File: config.mk
export PLATFORM = sky130hd
export DESIGN_NAME = sync_fifo
export DESIGN_NICKNAME = d
export VERILOG_FILES = /design/src/rtl/sync_fifo_pkg.sv /design/src/rtl/sync_fifo_ram.sv /design/src/rtl/sync_fifo.sv
export SDC_FILE = /design/constraint.sdc
export NUM_CORES = 1
export LEC_CHECK = 0
export ABC_AREA = 1
export CAP_MARGIN = 20
export CORE_MARGIN = 1.5
export CORE_UTILIZATION = 52
export DETAILED_ROUTE_END_ITERATION = 8
export PLACE_DENSITY = 0.77
export REMOVE_ABC_BUFFERS = 1
export SKIP_CTS_REPAIR_TIMING = 1
export SLEW_MARGIN = 30
export SYNTH_ARGS = -nofsm -noshare
export SYNTH_HDL_FRONTEND = slang
export SYNTH_SLANG_ARGS = --single-unit
File: constraint.sdc
create_clock -name CLK -period 2.27 [get_ports CLK]
set_input_delay 0.3405 -clock CLK [delete_from_list [all_inputs] [get_ports CLK]]
set_output_delay 0.3405 -clock CLK [all_outputs]
set_load 0.03 [all_outputs]
File: src/rtl/sync_fifo_pkg.sv
// sync_fifo_pkg: default geometry and the occupancy-width helper shared by the sync_fifo slice.
package sync_fifo_pkg;

    localparam int unsigned DEFAULT_DATA_WIDTH = 8;
    localparam int unsigned DEFAULT_MEM_DEPTH  = 8;
    localparam int unsigned DEFAULT_ADDR_WIDTH = 3;
    localparam int unsigned DEFAULT_AE_LEVEL   = 2;

    // Pointers and COUNT carry one extra wrap bit over the storage address.
    function automatic int unsigned occ_width(input int unsigned addr_width);
        return addr_width + 1;
    endfunction

    localparam int unsigned DEFAULT_COUNT_WIDTH = occ_width(DEFAULT_ADDR_WIDTH);

endpackage

File: src/rtl/sync_fifo_ram.sv
// sync_fifo_ram: simple dual-port word array, write-enabled write port and registered read port.
module sync_fifo_ram #(
    parameter int unsigned DW    = 8,
    parameter int unsigned AW    = 3,
    parameter int unsigned DEPTH = 8
) (
    input  logic          clk,
    input  logic          rst_n,
    input  logic          we,
    input  logic [AW-1:0] waddr,
    input  logic [DW-1:0] wdata,
    input  logic          re,
    input  logic [AW-1:0] raddr,
    output logic [DW-1:0] rdata
);

    logic [DW-1:0] mem [DEPTH];

    // Storage itself is never reset; only the read register is.
    always_ff @(posedge clk) begin
        if (we) begin
            mem[waddr] <= wdata;
        end
    end

    always_ff @(posedge clk or negedge rst_n) begin
        if (!rst_n) begin
            rdata <= '0;
        end else if (re) begin
            rdata <= mem[raddr];
        end
    end

endmodule

File: src/rtl/sync_fifo.sv
// sync_fifo: single-clock FIFO with wrap-bit pointers, registered read data and status flags.
// Sticky OVERFLOW/UNDERFLOW logic exists only when SYNC_FIFO_ERR_FLAG_EN is defined.
module sync_fifo
    import sync_fifo_pkg::*;
#(
    parameter int unsigned DATA_WIDTH = DEFAULT_DATA_WIDTH,
    parameter int unsigned MEM_DEPTH  = DEFAULT_MEM_DEPTH,
    parameter int unsigned ADDR_WIDTH = DEFAULT_ADDR_WIDTH,
    parameter int unsigned AF_LEVEL   = MEM_DEPTH - 2,
    parameter int unsigned AE_LEVEL   = DEFAULT_AE_LEVEL
) (
    input  logic                  CLK,
    input  logic                  RST,
    input  logic [DATA_WIDTH-1:0] WR_DATA,
    input  logic                  WR_EN,
    input  logic                  RD_EN,
    output logic [DATA_WIDTH-1:0] RD_DATA,
    output logic                  RD_VALID,
    output logic                  FULL,
    output logic                  EMPTY,
    output logic                  ALMOST_FULL,
    output logic                  ALMOST_EMPTY,
    output logic [ADDR_WIDTH:0]   COUNT,
    output logic                  OVERFLOW,
    output logic                  UNDERFLOW
);

    localparam int unsigned CW = occ_width(ADDR_WIDTH);

    logic [CW-1:0] wptr;
    logic [CW-1:0] rptr;
    logic [CW-1:0] count;
    logic          full;
    logic          empty;
    logic          wr_ok;
    logic          rd_ok;
    logic          rd_valid_q;

    // Flags come straight from the registered pointers, so async reset clears them at once.
    assign full  = (wptr[ADDR_WIDTH] != rptr[ADDR_WIDTH]) &&
                   (wptr[ADDR_WIDTH-1:0] == rptr[ADDR_WIDTH-1:0]);
    assign empty = (wptr == rptr);
    assign count = wptr - rptr;

    assign wr_ok = WR_EN && !full;
    assign rd_ok = RD_EN && !empty;

    always_ff @(posedge CLK or negedge RST) begin
        if (!RST) begin
            wptr       <= '0;
            rptr       <= '0;
            rd_valid_q <= 1'b0;
        end else begin
            if (wr_ok) begin
                wptr <= wptr + CW'(1);
            end
            if (rd_ok) begin
                rptr <= rptr + CW'(1);
            end
            rd_valid_q <= rd_ok;
        end
    end

    sync_fifo_ram #(
        .DW    (DATA_WIDTH),
        .AW    (ADDR_WIDTH),
        .DEPTH (MEM_DEPTH)
    ) u_ram (
        .clk   (CLK),
        .rst_n (RST),
        .we    (wr_ok),
        .waddr (wptr[ADDR_WIDTH-1:0]),
        .wdata (WR_DATA),
        .re    (rd_ok),
        .raddr (rptr[ADDR_WIDTH-1:0]),
        .rdata (RD_DATA)
    );

    assign RD_VALID     = rd_valid_q;
    assign FULL         = full;
    assign EMPTY        = empty;
    assign COUNT        = count;
    assign ALMOST_FULL  = (32'(count) >= AF_LEVEL);
    assign ALMOST_EMPTY = (32'(count) <= AE_LEVEL);

`ifdef SYNC_FIFO_ERR_FLAG_EN
    logic ovf_q;
    logic unf_q;

    always_ff @(posedge CLK or negedge RST) begin
        if (!RST) begin
            ovf_q <= 1'b0;
            unf_q <= 1'b0;
        end else begin
            if (WR_EN && full) begin
                ovf_q <= 1'b1;
            end
            if (RD_EN && empty) begin
                unf_q <= 1'b1;
            end
        end
    end

    assign OVERFLOW  = ovf_q;
    assign UNDERFLOW = unf_q;
`else
    assign OVERFLOW  = 1'b0;
    assign UNDERFLOW = 1'b0;
`endif

endmodule

## After elaboration in Yosys (flattened, before gate mapping)

Memory sizes are Yosys's and may differ from the RTL's. A register that Yosys moved wholly into a read port is not among the register bits.
Cells that the tools add are included.
W data, S select, Z words.

- Bits in registers: 9
- Bits in writable memories: 64
- Output and inout port bits: 19
- Memories: 1

- Add/sub/neg operators: 3
- Magnitude comparators: 2
- Equality and inequality tests: 3
- Multiplexer cells: 2
- Reductions and logical operators: 6

Memories:

| memory | depth | width | rd ports | clocked after Yosys merged registers in | write ports | RTL line | text |
|---|---|---|---|---|---|---|---|
| u_ram.mem | 8 | 8 | 1 | 1 | 1 | sync_fifo_ram.sv:17 | `logic [DW-1:0] mem [DEPTH];` |

Operators by type and width:

| cell | number |
|---|---|
| $add A4 B1 Y4 const B | 2 |
| $eq A4 B4 Y1 | 1 |
| $ge A4 B3 Y1 const B | 1 |
| $le A4 B2 Y1 const B | 1 |
| $sub A4 B4 Y4 | 1 |
| $eq A3 B3 Y1 | 1 |
| $logic_and A1 B1 Y1 | 3 |
| $logic_not A1 Y1 | 3 |
| $mux W1 | 2 |
| $ne A1 B1 Y1 | 1 |

## Logic depth before layout (Yosys ltp)

Gate-level depths: netlist of the first run.

- Depth after elaboration: 6
- Mapped depth: 12
- Depth with buffers taken out: 10

## Hierarchy

Synthesis of the first run repeated with hierarchy kept, for this count alone.

- Cell total of the unflattened synthesis: 386
- Area total of the unflattened synthesis: 3776.1 µm²

Modules (own cells, without submodules):

| module | times used | cells an instance | area each (µm²) | sequential area each (µm²) |
|---|---|---|---|---|
| sync_fifo_ram | 1 | 297 | 3089.2 | 2122.0 |
| sync_fifo | 1 | 89 | 686.9 | 225.2 |

## Worst setup path before layout of the first run

No wires, ideal clock.

- Path kind: register to output
- From: register rptr[1]
- To: output ALMOST_EMPTY
- Arrival time: 2.003 ns
- Path slack: -0.073 ns
- Stages on the path, launching flop included: 10
- Path buffers: 2
- Cells stage by stage: dfrtp_1 -> buf_2 -> inv_2 -> buf_2 -> ha_1 -> nand3b_1 -> nand2_1 -> nand2_1 -> nand2_1 -> nor2_1

- Longest elaborated chain between the ends: 2

Ends and longest elaborated chain:

| what | RTL line | text |
|---|---|---|
| from (decl) | sync_fifo.sv:31 | `logic [CW-1:0] rptr;` |
| from (signal assigned) | sync_fifo.sv:58 | `rptr <= rptr + CW'(1);` |
| $sub A4 B4 Y4 | sync_fifo.sv:43 | `assign count = wptr - rptr;` |
| net COUNT[3] | sync_fifo.sv:23 | `output logic [ADDR_WIDTH:0] COUNT,` |
| $le A4 B2 Y1 | sync_fifo.sv:84 | `assign ALMOST_EMPTY = (32'(count) <= AE_LEVEL);` |
| to (decl) | sync_fifo.sv:22 | `output logic ALMOST_EMPTY,` |

The timed path passes the listed nets, and every way through them passes these cells.

## Worst setup path after layout of the first run

- From: register wptr[0]
- To: output ALMOST_EMPTY

- Longest elaborated chain between the ends: 2

Ends and longest elaborated chain:

| what | RTL line | text |
|---|---|---|
| from (decl) | sync_fifo.sv:30 | `logic [CW-1:0] wptr;` |
| from (signal assigned) | sync_fifo.sv:55 | `wptr <= wptr + CW'(1);` |
| $sub A4 B4 Y4 | sync_fifo.sv:43 |  |
| $le A4 B2 Y1 | sync_fifo.sv:84 |  |

No other way between the ends.

==> impl_metrics.py, run 1 <==
metrics = {
    "synth": {
        "yosys.area.top_type_share": 0.515,
        "yosys.area.top_type": "edfxtp_1",
        "synth.distinct_cells": 25,
        "synthArstFlopShare": 0.210,
        "synth.yosys.warnings": 0,
        "avgSynthCellArea_um2": 10.1,
        "flop_and_latch_count_out_of_synthesis": 81,
        "synthesis.area_mm2": 0.00373,
        "synth_cells": 368,
        "seq_area_frac_synth": 0.629,
        "dominantRegCellSynth": "edfxtp_1",
        "synthTopCellsByArea": "edfxtp_1, nand2_1, dfrtp_1",
        "synth-edff-count": 64,
    },
    "timing": {
        "worst_slew_pin_slew_ns": 0.590,
        "fin_worst_skew_ns": 0.00753,
        "setup_viol_count_final": 2,
        "final.period_utilization": 1.01,
        "finalWorstSetupSlack_ns": -0.0322,
        "relSlewSlack": 0.606,
        "hold_viol_final": 0,
        "timing_max_transition_violations_final": 0,
        "max_clock_freq_mhz": 434,
        "period_needed_ns": 2.30,
        "fin_hold_ws_ns": 0.311,
        "unrepaired_setup_endpoints_after_global_routing": "yes",
    },
    "die": {
        "initial_core_util": 0.543,
        "floorplan.io_pins": 31,
        "fp.dieW_um": 87.7,
        "core_mm2": 0.00687,
        "chipHeight_um": 87.7,
        "core.rowCount": 30,
        "die_area_mm2": 0.00769,
    },
    "finish": {
        "final.fill_count": 543,
        "final_area_mm2": 0.00438,
        "syn2layout_area_growth_pct": 17.4,
        "final_layout_size_suffix_gt1_frac": 0.176,
        "diodes": 0,
        "ff_latch_area_mm2": 0.00235,
        "finish.net_count": 433,
        "multi_input_combinational_cell_area_mm2": 0.00106,
    },
    "critical_path": {
        "cp_max_fo": 4,
        "worstReg2RegStart": "wptr[2]$_DFFE_PN0P_",
        "crit_type": "register to output pin",
        "reg2reg_to": "u_ram.mem[1][4]$_DFFE_PP_",
        "worst-endpoint-arrival_ns": 1.96,
        "required_ns": 1.93,
        "endpoint_kind": "output pin",
        "ff2ff_path_depth": 9,
        "startpoint": "wptr[0]$_DFFE_PN0P_",
        "reg2reg_slack_ns": 0.16,
        "setup.worst_path.start_class": "register",
    },
    "grt": {
        "all_layer_gr_usage": 0.211,
        "groute.layer.met2.usage": 0.334,
        "antenna_violations_before_repair": 0,
        "grt_pass1_wl_um": 11700,
        "top_usage_layer": "met2",
        "met3_usage": 0.0358,
        "grt-ovfl-total": 0,
        "number_of_global_route_vias_before_repair": 2394,
        "grt_max_degree": 36,
        "global_route.usage.met1": 0.288,
    },
    "cts": {
        "cts_tree": "yes",
        "ctsHtreeMaxLevel": 3,
        "worst_skew_late_latency_ns": 0.36,
        "cts.root.buffer_cell": "clkbuf_8",
        "cts.sinks": 81,
        "cts.reportedPaths.clkPinSlew_ns": 0.08,
        "numCtsBuffers": 9,
        "ctsLongestPathBuffers": 2,
    },
    "power_and_ir_drop": {
        "max-vdd-ir-drop_mv": 0.769,
        "power.density_mw_per_mm2": 1440,
        "fin_total_pwr_uw": 6290,
        "power.static_leakage_uw": 0.00198,
    },
    "min_path": {
        "hp-class": "input port to asynchronous set/reset pin",
    },
    "routing": {
        "route.detailed.drc": 0,
        "dr_total_vias": 2569,
        "routed_wl_um": 7540,
        "via_per_inst": 4.98,
        "avgRoutedWirePerCell_um": 14.6,
        "first_pass_iters": 4,
        "antenna_violating_nets_post_route": 0,
        "iteration_0_drc_markers": 227,
    },
    "placement": {
        "numPortBuffers": 28,
        "rd_place_congestion": 0.863,
        "detailed_place.area_mm2": 0.00415,
        "place.detailed.hpwl_um": 4760,
    },
    "outcome": {
        "failing_checks": "setup timing",
        "status": "finished with violations",
    },
    "run": {
        "drv.max_cap_violation_count": 0,
    },
}
[where the power goes]
group	internal, uW	switching, uW
Clock	404	539
Sequential	1930	169
Combinational	1170	2080
Total	3500	2790
[Yosys cell counts (2+ instances only)]
cell type / count
nand2_1: 121
edfxtp_1: 64
inv_1: 58
nand3_1: 43
dfrtp_1: 17
nand3_2: 9
nor2_1: 9
buf_2: 8
inv_2: 6
buf_4: 5
ha_1: 5
o21ai_0: 4
xor2_1: 4
nand2_2: 3
nand2_4: 2
[metrics by stage]
step | std cells | setup WS (ns) | TNS (ns) | utilization
final | 516 | -0.0322 | -0.0590 | 0.637
after global routing | 516 | -0.108 | -0.199 | 0.637
after CTS | 513 | -0.176 | -0.304 | 0.630
after detailed placement | 497 | 0.232 | 0 | 0.604
after global placement | 497 | 0.284 | 0 | 0.604
after floorplan | 355 | -0.201 | -9.32 | -
[sequential cells by signal, summed over array words and instances, names as in the netlist]
signal       count
u_ram.mem       64
u_ram.rdata      8
rptr             4
wptr             4
RD_VALID         1
[logic make-up after synthesis]
kind of cell,after synthesis,share of synthesized area
adder cells (fa/ha/maj),6,0.0221
AND/OR/NAND/NOR,190,0.234
flip-flops,81,0.629
AO/OA/AOI/OAI,6,0.00872
buffers and inverters,79,0.0929
XOR/XNOR,5,0.0117
other,1,0.00101
[cell type report]
cell class	count	share of cell area
clock inverters	7	0.0123
inverters	65	0.0569
repair buffers	49	0.0955
multi-input cells	209	0.243
clock buffers	9	0.0283
flip-flops and latches	81	0.536
well taps	96	0.0274
[worst max-delay path, cell delays in order, from the launching register on]
cell	delay, ns
dfrtp_1	0.43
inv_2	0.08
ha_4	0.17
fa_2	0.37
xor2_2	0.18
o21ai_1	0.10
nor2_1	0.11
buf_4	0.16
[routing by layer]
layer	up-vias	part of all wire
met5	-	0
met4	0	0.022
met3	18	0.058
met2	84	0.48
met1	1212	0.44
li1	1255	-
[how the worst max path moves through the flow]
stage,to
after floorplan,ALMOST_EMPTY
after global placement,ALMOST_EMPTY
after detailed placement,u_ram.mem[1][5]$_DFFE_PP_
after CTS,ALMOST_EMPTY
after global routing,ALMOST_FULL
final,ALMOST_EMPTY
[placed cells by master (no fill, tap or decap), types with 2 or more instances in the layout]
master             n
clkdlybuf4s50_1   20
ha_1               3
dfrtp_1           16
nand2_4            2
nand3_2            9
conb_1             2
nor2_1             9
inv_6              3
o21ai_0            3
nand3_1           43
inv_1             57
clkinvlp_4         3
xor2_1             3
nand2_1          121
clkbuf_8           9
buf_4             29
nand2_2            3
inv_2              7
edfxtp_1          64
No activity file was read; power rests on OpenSTA's default activity.
==> inputs of run 2 (changes only) <==
--- a/config.mk
+++ b/config.mk
@@ -11,7 +11,6 @@
 export CORE_UTILIZATION = 52
 export DETAILED_ROUTE_END_ITERATION = 8
 export PLACE_DENSITY = 0.77
-export REMOVE_ABC_BUFFERS = 1
 export SKIP_CTS_REPAIR_TIMING = 1
 export SLEW_MARGIN = 30
 export SYNTH_ARGS = -nofsm -noshare
==> impl_metrics.py, run 2 (synthesis gave the netlist of run 1 again) <==
metrics = {
    "outcome": {
        "status": "complete, no violations",
    },
    "cts": {
        "ctsLongestPathBuffers": 2,
        "cts.sinks": 81,
        "ctsHtreeMaxLevel": 3,
        "cts.reportedPaths.clkPinSlew_ns": 0.08,
        "cts.root.buffer_cell": "clkbuf_8",
        "cts_tree": "yes",
        "numCtsBuffers": 9,
        "worst_skew_late_latency_ns": 0.36,
    },
    "placement": {
        "rd_place_congestion": 0.873,
        "dp.cells": 491,
        "numPortBuffers": 28,
        "dpl_worst_slack_ns": 0.150,
        "place.detailed.hpwl_um": 5330,
    },
    "finish": {
        "largest-register": "u_ram.mem",
        "syn2layout_area_growth_pct": 17.4,
        "layout.core_utilization": 0.638,
        "final_layout_size_suffix_gt1_frac": 0.161,
        "finish.net_count": 428,
        "commonest_cells_after_routing_fill_and_taps_aside": "nand2_1, edfxtp_1, inv_1",
        "layout_top_registers": "u_ram.mem (64), u_ram.rdata (8)",
        "final.fill_count": 541,
        "largest_reg_flops": 64,
        "final-instance-count-excl-fill": 511,
        "mostFrequentLayoutCell": "nand2_1",
        "diodes": 0,
    },
    "timing": {
        "fin_worst_skew_ns": 0.0132,
        "worst_slew_pin_slew_ns": 0.809,
        "timing_max_transition_violations_final": 0,
        "unrepaired_setup_endpoints_after_global_routing": "yes",
        "final.period_utilization": 0.991,
        "period_needed_ns": 2.25,
        "final.setup.tns_ns": 0,
        "setup_viol_count_final": 0,
        "finalWorstSetupSlack_ns": 0.0195,
        "fin_hold_ws_ns": 0.444,
        "relSlewSlack": 0.459,
        "hold_viol_final": 0,
        "max_clock_freq_mhz": 444,
    },
    "grt": {
        "grt_pass1_wl_um": 12600,
        "grt-ovfl-total": 0,
        "all_layer_gr_usage": 0.231,
        "number_of_global_route_vias_before_repair": 2375,
        "grt_max_degree": 36,
        "antenna_violations_before_repair": 0,
    },
    "min_path": {
        "hp-class": "input port to asynchronous set/reset pin",
    },
    "routing": {
        "via_per_inst": 5.01,
        "iteration_0_drc_markers": 264,
        "route.detailed.drc": 0,
        "dr_total_vias": 2562,
        "first_pass_iters": 5,
        "antenna_violating_nets_post_route": 0,
        "avgRoutedWirePerCell_um": 15.8,
        "routed_wl_um": 8060,
    },
    "critical_path": {
        "reg2reg_slack_ns": 0.27,
        "setup.worst_path.start_class": "register",
        "crit_type": "register to output pin",
        "ff2ff_path_depth": 10,
        "cp_max_fo": 5,
        "reg2reg_to": "u_ram.mem[3][3]$_DFFE_PP_",
        "required_ns": 1.93,
        "worstReg2RegStart": "rptr[1]$_DFFE_PN0P_",
        "worst-endpoint-arrival_ns": 1.91,
        "endpoint_kind": "output pin",
    },
    "power_and_ir_drop": {
        "max-vdd-ir-drop_mv": 0.748,
        "power.density_mw_per_mm2": 1490,
        "power.static_leakage_uw": 0.00197,
    },
    "die": {
        "fp.dieW_um": 87.7,
        "die_area_mm2": 0.00769,
        "core_mm2": 0.00687,
        "core.rowCount": 30,
        "initial_core_util": 0.543,
        "floorplan.io_pins": 31,
        "chipHeight_um": 87.7,
    },
    "run": {
        "drv.max_cap_violation_count": 0,
    },
}
run 2: where the power goes:
group / switching, uW / internal [uW] / leakage, uW / total [uW]
combinational: 2130 / 1170 / 0.00108 / 3300
clock: 502 / 620 / 0.000102 / 1120
sequential: 162 / 1930 / 0.000787 / 2090
run 2: how the worst max path moves through the flow:
stage                                   start                   endpoint
after detailed placement  wptr[0]$_DFFE_PN0P_               ALMOST_EMPTY
after floorplan           rptr[1]$_DFFE_PN0P_  u_ram.mem[1][0]$_DFFE_PP_
after global placement    wptr[0]$_DFFE_PN0P_               ALMOST_EMPTY
final                     wptr[0]$_DFFE_PN0P_               ALMOST_EMPTY
after global routing      wptr[0]$_DFFE_PN0P_               ALMOST_EMPTY
after CTS                 wptr[0]$_DFFE_PN0P_               ALMOST_EMPTY
run 2: stage by stage:
| stage | cell area, um2 | power (uW) |
|---|---|---|
| after detailed placement | 4110 | 5210 |
| after CTS | 4310 | 6350 |
| final | 4380 | 6510 |
| after floorplan | 3740 | 4270 |
| after global placement | 4110 | 5120 |
| after global routing | 4380 | 6940 |
run 2: layer usage:
metal / share of wire / wire length [um] / track usage
met5: 0 / 0 / 0
met4: 0.024 / 190 / 0.102
met3: 0.059 / 473 / 0.0424
met2: 0.48 / 3870 / 0.357
met1: 0.44 / 3520 / 0.321
run 2: critical path: stages, from the launching register on:
cell and delay, ns:
dfrtp_1 0.43, inv_2 0.07, ha_4 0.16, fa_2 0.35, xor2_2 0.19, o21ai_1 0.10
nor2_2 0.11, buf_6 0.14
run 2: area by class of cell:
type | instances | area, um2 | share of cell area
clock buffers | 13 | 139 | 0.0317
clock inverters | 3 | 65.1 | 0.0149
inverters | 65 | 251 | 0.0574
multi-input cells | 209 | 1070 | 0.245
flip-flops and latches | 81 | 2350 | 0.536
well taps | 96 | 120 | 0.0274
repair buffers | 44 | 384 | 0.0877
==> inputs of run 3 (changes only) <==
--- a/config.mk
+++ b/config.mk
@@ -7,8 +7,10 @@
 export LEC_CHECK = 0
 export ABC_AREA = 1
 export CAP_MARGIN = 20
+export CELL_PAD_IN_SITES_DETAIL_PLACEMENT = 1
+export CELL_PAD_IN_SITES_GLOBAL_PLACEMENT = 1
 export CORE_MARGIN = 1.5
-export CORE_UTILIZATION = 52
+export CORE_UTILIZATION = 41
 export DETAILED_ROUTE_END_ITERATION = 8
 export PLACE_DENSITY = 0.77
 export SKIP_CTS_REPAIR_TIMING = 1
==> impl_metrics.py, run 3 (synthesis gave the netlist of run 1 again) <==
metrics = {
    "outcome": {
        "status": "complete, no violations",
    },
    "grt": {
        "number_of_global_route_vias_before_repair": 2775,
        "grt_max_degree": 36,
        "grt_pass1_wl_um": 14100,
        "all_layer_gr_usage": 0.194,
        "grt-ovfl-total": 0,
        "antenna_violations_before_repair": 0,
    },
    "placement": {
        "place.detailed.hpwl_um": 5760,
        "detailed_place.area_mm2": 0.00415,
        "numPortBuffers": 28,
        "dp.cells": 507,
        "rd_place_congestion": 0.771,
        "dpl_worst_slack_ns": 0.149,
    },
    "timing": {
        "worst_slew_pin_slew_ns": 0.597,
        "final.setup.tns_ns": 0,
        "hold_viol_final": 0,
        "setup_viol_count_final": 0,
        "unrepaired_setup_endpoints_after_global_routing": "yes",
        "timing_max_transition_violations_final": 0,
        "period_needed_ns": 2.25,
        "fin_hold_ws_ns": 0.301,
        "fin_worst_skew_ns": 0.00906,
        "max_clock_freq_mhz": 444,
        "final.period_utilization": 0.993,
        "relSlewSlack": 0.601,
        "finalWorstSetupSlack_ns": 0.0157,
    },
    "power_and_ir_drop": {
        "netSwitchingFraction": 0.432,
        "seq_power_share": 0.317,
        "power.switching_uw": 2850,
        "clock_power_share": 0.174,
        "max-vdd-ir-drop_mv": 0.615,
        "internal_power_uw": 3740,
        "power.density_mw_per_mm2": 1490,
        "pwr-share-comb": 0.509,
        "power.static_leakage_uw": 0.00199,
    },
    "routing": {
        "antenna_violating_nets_post_route": 0,
        "first_pass_iters": 4,
        "dr_total_vias": 2565,
        "avgRoutedWirePerCell_um": 16.6,
        "routed_wl_um": 8730,
        "iteration_0_drc_markers": 154,
        "route.detailed.drc": 0,
        "via_per_inst": 4.88,
    },
    "critical_path": {
        "worst-endpoint-arrival_ns": 1.91,
        "critPathTopFamily": "adder cells",
        "ff2ff_path_depth": 10,
        "setup.worst_path.start_class": "register",
        "cpPeakStageDelay_ns": 0.40,
        "crit_type": "register to output pin",
        "worstPathCellList": "inv_2, ha_4, fa_2, xor2_2, o211ai_1, buf_4",
        "bufs_and_invs_on_worst_path": 2,
        "endpoint_kind": "output pin",
        "critPathSlowestCell": "dfrtp_1",
        "cp_max_fo": 3,
        "required_ns": 1.93,
        "crit_cells": 6,
    },
    "finish": {
        "largest_reg_flops": 64,
        "final-instance-count-excl-fill": 526,
        "largest-register": "u_ram.mem",
        "diodes": 0,
        "syn2layout_area_growth_pct": 18.6,
        "final_area_mm2": 0.00442,
        "commonest_cells_after_routing_fill_and_taps_aside": "nand2_1, edfxtp_1, inv_1",
        "mostFrequentLayoutCell": "nand2_1",
        "final_layout_size_suffix_gt1_frac": 0.175,
        "finish.net_count": 431,
        "layout_top_registers": "u_ram.mem (64), u_ram.rdata (8)",
    },
    "cts": {
        "worst_skew_late_latency_ns": 0.35,
        "cts.sinks": 81,
        "ctsHtreeMaxLevel": 3,
        "cts_tree": "yes",
        "cts.reportedPaths.clkPinSlew_ns": 0.09,
        "numCtsBuffers": 9,
        "cts.root.buffer_cell": "clkbuf_8",
        "ctsLongestPathBuffers": 2,
    },
    "die": {
        "initial_core_util": 0.426,
        "floorplan.io_pins": 31,
        "core_mm2": 0.00876,
        "chipHeight_um": 98.4,
        "fp.dieW_um": 98.4,
        "die_area_mm2": 0.00968,
        "core.rowCount": 34,
    },
    "min_path": {
        "hp-class": "input port to asynchronous set/reset pin",
    },
    "run": {
        "drv.max_cap_violation_count": 0,
    },
}
run 3: changes by cell type in the layout (fill, tap and decap cells not counted):
| cell | before | now |
|---|---|---|
| buf_4 | 23 | 26 |
| clkbuf_1 | 4 | 2 |
| clkinvlp_4 | 0 | 2 |
| dfrtp_1 | 16 | 15 |
| dfrtp_2 | 1 | 2 |
| inv_2 | 6 | 7 |
| inv_4 | 1 | 0 |
run 3: layout make-up:
type / count / area [um2]
Timing Repair Buffer: 47 / 407
Fill cell: 990 / 4340
Tap cell: 108 / 135
Clock buffer: 11 / 131
Multi-Input combinational cell: 209 / 1070
Sequential cell: 81 / 2350
Clock inverter: 5 / 80.1
Inverter: 65 / 249
run 3: stage by stage:
step           power (uW)  utilization
2_1_floorplan        4270            -
3_3_place_gp         5180        0.474
3_5_place_dp         5310        0.474
4_1_cts              6460        0.498
5_1_grt              7000        0.505
6_report             6590        0.505
run 3: final timing paths:
kind | startpoint | to | slack, ns
worst max register to register | rptr[1]$_DFFE_PN0P_ | u_ram.mem[3][1]$_DFFE_PP_ | 0.16
worst min-delay path | RST | u_ram.rdata[7]$_DFFE_PN0P_ | 0.30
max in group asynchronous | RST | wptr[2]$_DFFE_PN0P_ | 1.76
worst min register to register | u_ram.rdata[7]$_DFFE_PN0P_ | u_ram.rdata[7]$_DFFE_PN0P_ | 0.48
worst max-delay path | wptr[0]$_DFFE_PN0P_ | ALMOST_FULL | 0.02
min in group CLK | u_ram.rdata[7]$_DFFE_PN0P_ | u_ram.rdata[7]$_DFFE_PN0P_ | 0.48
run 3: worst reg2reg max path, cell delays in order, from the launching register on:
cell and delay [ns]:
dfrtp_1 0.45, inv_2 0.08, ha_1 0.33, nand2_1 0.14, nor2_4 0.05, nand2_1 0.09
nand2_2 0.12, inv_2 0.12, nand2_1 0.10, nor2_1 0.12, buf_4 0.21
run 3: metal layers:
| metal | up-vias | share of wire | GRT usage |
|---|---|---|---|
| met4 | 0 | 0.023 | 0.0834 |
| met3 | 16 | 0.025 | 0.0279 |
| met5 | - | 0 | 0 |
| met1 | 1255 | 0.44 | 0.235 |
| met2 | 46 | 0.52 | 0.342 |
| li1 | 1248 | - | - |
run 3: power groups by stage:
| stage | Clock (uW) | Sequential (uW) | Combinational, uW |
|---|---|---|---|
| final | 1150 | 2090 | 3350 |
| after global routing | 1230 | 2120 | 3650 |
| after CTS | 1170 | 2080 | 3210 |
| after detailed placement | 0 | 2110 | 3190 |
| after global placement | 0 | 2100 | 3080 |
| after floorplan | 0 | 2230 | 2030 |
